===== src/rtl/serial_subtractor_pkg.sv =====
// Shared definitions for the bit-serial subtractor: FSM encodings and the
// bit-counter width helper.
package serial_subtractor_pkg;

    typedef enum logic [1:0] {
        ST_IDLE  = 2'd0,
        ST_SHIFT = 2'd1,
        ST_DONE  = 2'd2
    } state_t;

    // Counter must index bits 0..w-1; never narrower than one bit.
    function automatic int cnt_width(input int w);
        return (w <= 2) ? 1 : $clog2(w);
    endfunction

endpackage


===== src/rtl/serial_subtractor_full_subtractor.sv =====
// One-bit full subtractor cell: diff = x - y - borrow_in, the dual of full_adder.
module full_subtractor (
    input  logic x,
    input  logic y,
    input  logic borrow_in,
    output logic diff,
    output logic borrow_out
);

    always_comb begin
        diff       = x ^ y ^ borrow_in;
        borrow_out = (~x & y) | (~(x ^ y) & borrow_in);
    end

endmodule


===== src/rtl/serial_subtractor.sv =====
// Bit-serial WIDTH-bit subtractor, LSB first, one bit per clock through a single
// full_subtractor cell; start/busy/done handshake with held results.
module serial_subtractor
    import serial_subtractor_pkg::*;
#(
    parameter int WIDTH = 8
) (
    input  logic             clk,
    input  logic             rst_n,
    input  logic             start,
    input  logic [WIDTH-1:0] a,
    input  logic [WIDTH-1:0] b,
    input  logic             borrow_in,
    output logic             busy,
    output logic             done,
    output logic [WIDTH-1:0] diff,
    output logic             borrow_out,
    output logic             overflow
);

    localparam int CW = cnt_width(WIDTH);
    localparam logic [CW-1:0] LAST_BIT = CW'(WIDTH - 1);

    state_t           state_q, state_d;
    logic [CW-1:0]    cnt_q, cnt_d;
    logic [WIDTH-1:0] a_q, a_d;
    logic [WIDTH-1:0] b_q, b_d;
    logic [WIDTH-1:0] res_q, res_d;
    logic             brw_q, brw_d;
    logic [WIDTH-1:0] diff_q, diff_d;
    logic             bout_q, bout_d;
    logic             ovf_q, ovf_d;

    logic cell_diff;
    logic cell_bout;

    full_subtractor u_cell (
        .x          (a_q[0]),
        .y          (b_q[0]),
        .borrow_in  (brw_q),
        .diff       (cell_diff),
        .borrow_out (cell_bout)
    );

    always_comb begin
        state_d = state_q;
        cnt_d   = cnt_q;
        a_d     = a_q;
        b_d     = b_q;
        res_d   = res_q;
        brw_d   = brw_q;
        diff_d  = diff_q;
        bout_d  = bout_q;
        ovf_d   = ovf_q;

        case (state_q)
            ST_IDLE, ST_DONE: begin
                state_d = ST_IDLE;
                if (start) begin
                    a_d     = a;
                    b_d     = b;
                    brw_d   = borrow_in;
                    cnt_d   = '0;
                    res_d   = '0;
                    state_d = ST_SHIFT;
                end
            end
            ST_SHIFT: begin
                a_d   = a_q >> 1;
                b_d   = b_q >> 1;
                brw_d = cell_bout;
                res_d = {cell_diff, res_q[WIDTH-1:1]};
                cnt_d = cnt_q + CW'(1);
                if (cnt_q == LAST_BIT) begin
                    // On the last bit the operand LSBs are the original sign bits.
                    diff_d  = {cell_diff, res_q[WIDTH-1:1]};
                    bout_d  = cell_bout;
                    ovf_d   = (a_q[0] ^ b_q[0]) & (cell_diff ^ a_q[0]);
                    state_d = ST_DONE;
                end
            end
            default: state_d = ST_IDLE;
        endcase
    end

    always_ff @(posedge clk) begin
        if (!rst_n) begin
            state_q <= ST_IDLE;
            cnt_q   <= '0;
            a_q     <= '0;
            b_q     <= '0;
            res_q   <= '0;
            brw_q   <= 1'b0;
            diff_q  <= '0;
            bout_q  <= 1'b0;
            ovf_q   <= 1'b0;
        end else begin
            state_q <= state_d;
            cnt_q   <= cnt_d;
            a_q     <= a_d;
            b_q     <= b_d;
            res_q   <= res_d;
            brw_q   <= brw_d;
            diff_q  <= diff_d;
            bout_q  <= bout_d;
            ovf_q   <= ovf_d;
        end
    end

    assign busy       = (state_q == ST_SHIFT);
    assign done       = (state_q == ST_DONE);
    assign diff       = diff_q;
    assign borrow_out = bout_q;
    assign overflow   = ovf_q;

endmodule


===== config.mk =====
export PLATFORM = sky130hd
export DESIGN_NAME = serial_subtractor
export DESIGN_NICKNAME = d
export VERILOG_FILES = /design/src/rtl/serial_subtractor_pkg.sv /design/src/rtl/serial_subtractor_full_subtractor.sv /design/src/rtl/serial_subtractor.sv
export SDC_FILE = /design/constraint.sdc
export NUM_CORES = 1
export LEC_CHECK = 0
export ABC_AREA = 1
export BUFFER_PORTS_ARGS = -buffer_cell sky130_fd_sc_hd__buf_2
export CAP_MARGIN = 20
export CELL_PAD_IN_SITES_DETAIL_PLACEMENT = 2
export CELL_PAD_IN_SITES_GLOBAL_PLACEMENT = 2
export CORE_MARGIN = 5
export CORE_UTILIZATION = 32
export CTS_CLUSTER_SIZE = 24
export DETAILED_ROUTE_END_ITERATION = 6
export GPL_ROUTABILITY_DRIVEN = 0
export PLACE_DENSITY_LB_ADDON = 0.1
export REMOVE_ABC_BUFFERS = 1
export SLEW_MARGIN = 20
export SYNTH_ARGS = -nofsm -noshare
export SYNTH_HDL_FRONTEND = slang
export SYNTH_SLANG_ARGS = --single-unit

===== constraint.sdc =====
create_clock -name clk -period 4.3 [get_ports clk]
set_clock_uncertainty 0.2 [all_clocks]
set_input_delay 0.215 -clock clk [delete_from_list [all_inputs] [get_ports clk]]
set_output_delay 0.215 -clock clk [all_outputs]
set_load 0.05 [all_outputs]

==> results by group <==
Synthesis
  • Area contributors post-synth: dfxtp_1, nand3_1, nand2_1
  • Post-synth top cells: nand3_1, nand2_1, dfxtp_1
  • Register bit count reported by yosys: 39
  • Largest family of logic cells by synthesized area: simple AND/OR/NAND/NOR gates
  • Gate Count Post-Synth: about 240
  • Area of the mapped netlist: approximately 1700 µm²
  • Top FF cell, synth: dfxtp_1
  • Post-Synth Simple-Gate Area: 0.3554
  • Compound-Gate Fraction of Synth Area: 0.05098
  • Post-synth ARST share: 0
  • Cell with the most instances after synthesis: nand3_1
  • Cell variety after synth: 20
  • EDFF count, synth: 0
  • Synth top area share: 0.4545
  • Synth Area in XOR/XNOR: 0
  • Sequential share of the synthesized area: 0.4545
  • Adder-cell share of the synthesized area: 0.03350
  • Area leader, netlist: dfxtp_1
  • Syn avg cell area: 7.249 µm²
  • Syn. warnings: 0
  • Multiplexer share of the synthesized area: 0

Clocking
  • Cts hold-fix bufs: 16
  • CTS buffer count: 5
  • CTS tree: done
  • Register clock-pin slew on the reported worst setup and hold paths: about 0.08 ns
  • Post_cts resized: 0
  • CTS max path bufs: 2
  • Clock sinks: 39
  • CTS root buffer: clkbuf_8
  • H-tree Lvls: 2
  • Post-CTS Setup Bufs: 0
  • Clk_lat worst skew: 0.29 ns

Place
  • DP Wirelength: 2.922 mm
  • IO buf count: 31
  • Placed cells: 324
  • DP Area: 1881 µm²

Timing
  • Worst rel slew slack: 0.3838
  • RSZ-0062 raised after global routing: false
  • Slew @ Worst Pin: 0.9222 ns
  • Total Neg Setup Slack: 0 ns
  • Final min period: around 2.3 ns
  • Hold Fails Final Rpt: 0
  • Period utilisation layout: 0.5389
  • Final setup vio count: 0
  • Fmax: 431.5 MHz
  • Final max-slew violation count: 0

Global route
  • Total track usage: 0.1496
  • Initial antenna violation count: 0
  • Global-route wire length before repair: 8.652 mm
  • Vias in the first global route: 1840
  • Largest net degree at the start of global routing: 43
  • Grt total ovfl: 0

Setup path
  • CP Class: flop to primary output
  • Worst path cell trace: inv_2 -> nor2_4 -> buf_2
  • Top Family by Delay on Critical Path: simple AND/OR/NAND/NOR gates
  • CP endpoint kind: primary output
  • RR Startpoint: state_q[0]$_SDFFE_PN0P_
  • Crit path max-delay cell type: nor2_4
  • Max stage delay on crit path: 0.71 ns
  • Worst path required time: about 3.9 ns
  • CP arrival: 1.90 ns
  • Worst Setup Start Kind: flop
  • FF-to-FF End: overflow$_SDFFE_PN0P_
  • CP max FO: 41
  • Worst R2R Setup Slack: 2.21 ns
  • CP bufs+invs: 2
  • Reg2Reg Depth: 6

Outcome
  • Status: complete, no violations

Drt
  • DRC viols: 0
  • Wirelength per Cell: 13.93 µm
  • 1st-pass router iterations: 4
  • Post-Route WL: 4.846 mm
  • Vias per cell: 4.853
  • 1st-iter DRT viols: 52
  • Antenna-violating nets left: 0
  • Vias: ~1700

Finish
  • Final core utilization: 0.4209
  • Layout Cells excl Fill: ~350
  • Finished Cell Area: 2177 µm²
  • Area growth from synthesis to layout: 26.73%
  • Fin nets: 301
  • Fraction of layout cells with a size suffix above 1: 0.1655
  • Antenna Cells: 0

Die
  • Die Area: 6934 µm²
  • Die Span Y: between 80 and 90 µm
  • Initial Util: 0.3321
  • # rows: 26
  • Core Area: ~5200 µm²
  • DIE WIDTH: 83.27 µm
  • I/O pins: 32

Worst hold path
  • Cells on Worst Hold Path: 5
  • Sink of the worst hold path: brw_q$_SDFFE_PN0P_
  • Start point of the worst hold path: borrow_in
  • Hold Path Class: input pin to flop

Power and ir drop
  • Pwr Total: 883.2 µW
  • Static Leakage: 1.004 nW
  • Max VDD drop: 0.1430 mV
  • Power Dens Cells: 405.7 nW/µm²

Run
  • Max-Cap Viols: 0
[stage by stage]
stage | hold WS, ns | worst slack [ns]
2_1_floorplan | 0.1391 | 2.442
3_3_place_gp | 0.2431 | 2.219
3_5_place_dp | 0.2554 | 2.181
4_1_cts | 0.1501 | 1.925
5_1_grt | 0.1743 | 1.820
6_report | 0.1270 | 1.983
[layout make-up]
| class | instances | area, µm² |
|---|---|---|
| Multi-Input combinational cell | 157 | 755.7 |
| Tap cell | 70 | 87.58 |
| Clock inverter | 3 | 67.56 |
| Clock buffer | 5 | 68.82 |
| Sequential cell | 39 | 780.7 |
| Fill cell | 620 | 2995 |
| Inverter | 27 | 101.3 |
| Timing Repair Buffer | 47 | 315.3 |
[power by group]
group | leakage [nW] | internal, mW | switching, mW | total [mW]
registers | 0.319 | 0.381 | 0.00830 | 0.389
clock network | 0.0644 | 0.232 | 0.138 | 0.369
logic | 0.621 | 0.0473 | 0.0780 | 0.125
total | 1.00 | 0.659 | 0.224 | 0.883
[routing by layer]
layer	vias up	global-route usage	wire length, µm
li1	836	-	-
met1	822	0.1818	2171
met2	25	0.2602	2477
met3	6	0.03267	146
met4	0	0.04903	51
met5	-	0	0
[state kept, by name (all words and copies together) (netlist names)]
signal / count
state_q: 2
b_q: 8
brw_q: 1
overflow: 1
res_q: 7
a_q: 8
diff: 8
cnt_q: 3
borrow_out: 1
[kinds of logic (layout without fill, tap and decap cells)]
logic type               after synthesis  after routing
AND/OR/NAND/NOR                      136            136
buffers and inverters                 41             82
flip-flops                            39             39
AO/OA/AOI/OAI                         17             17
adder cells (fa/ha/maj)                4              4
[cell usage in the layout, fill, tap and decap left out, drive strengths merged]
cell type and count:
ha 3, nor2 23, nand2 49, nand3 49
inv 27, nand3b 1, clkbuf 5, dfxtp 39
o21ai 3, nor3 14, bufinv 2, a21oi 13
o21bai 1, buf 31, dlygate4sd3 16, clkinvlp 1
fa 1
[tightest hold or removal path, stage by stage]
cell and delay, ns:
buf_2 0.09, nand3_1 0.07, nand2_1 0.07, nor2_1 0.04, nor2_1 0.09
[worst max path at each step]
stage,startpoint,end,depth (start not counted)
6_report,state_q[0]$_SDFFE_PN0P_,busy,3
5_1_grt,state_q[0]$_SDFFE_PN0P_,busy,3
4_1_cts,state_q[0]$_SDFFE_PN0P_,busy,3
3_5_place_dp,state_q[0]$_SDFFE_PN0P_,overflow$_SDFFE_PN0P_,6
3_3_place_gp,state_q[0]$_SDFFE_PN0P_,overflow$_SDFFE_PN0P_,6
2_1_floorplan,state_q[0]$_SDFFE_PN0P_,borrow_out$_SDFFE_PN0P_,5
Power figures use the tool's default switching activity.
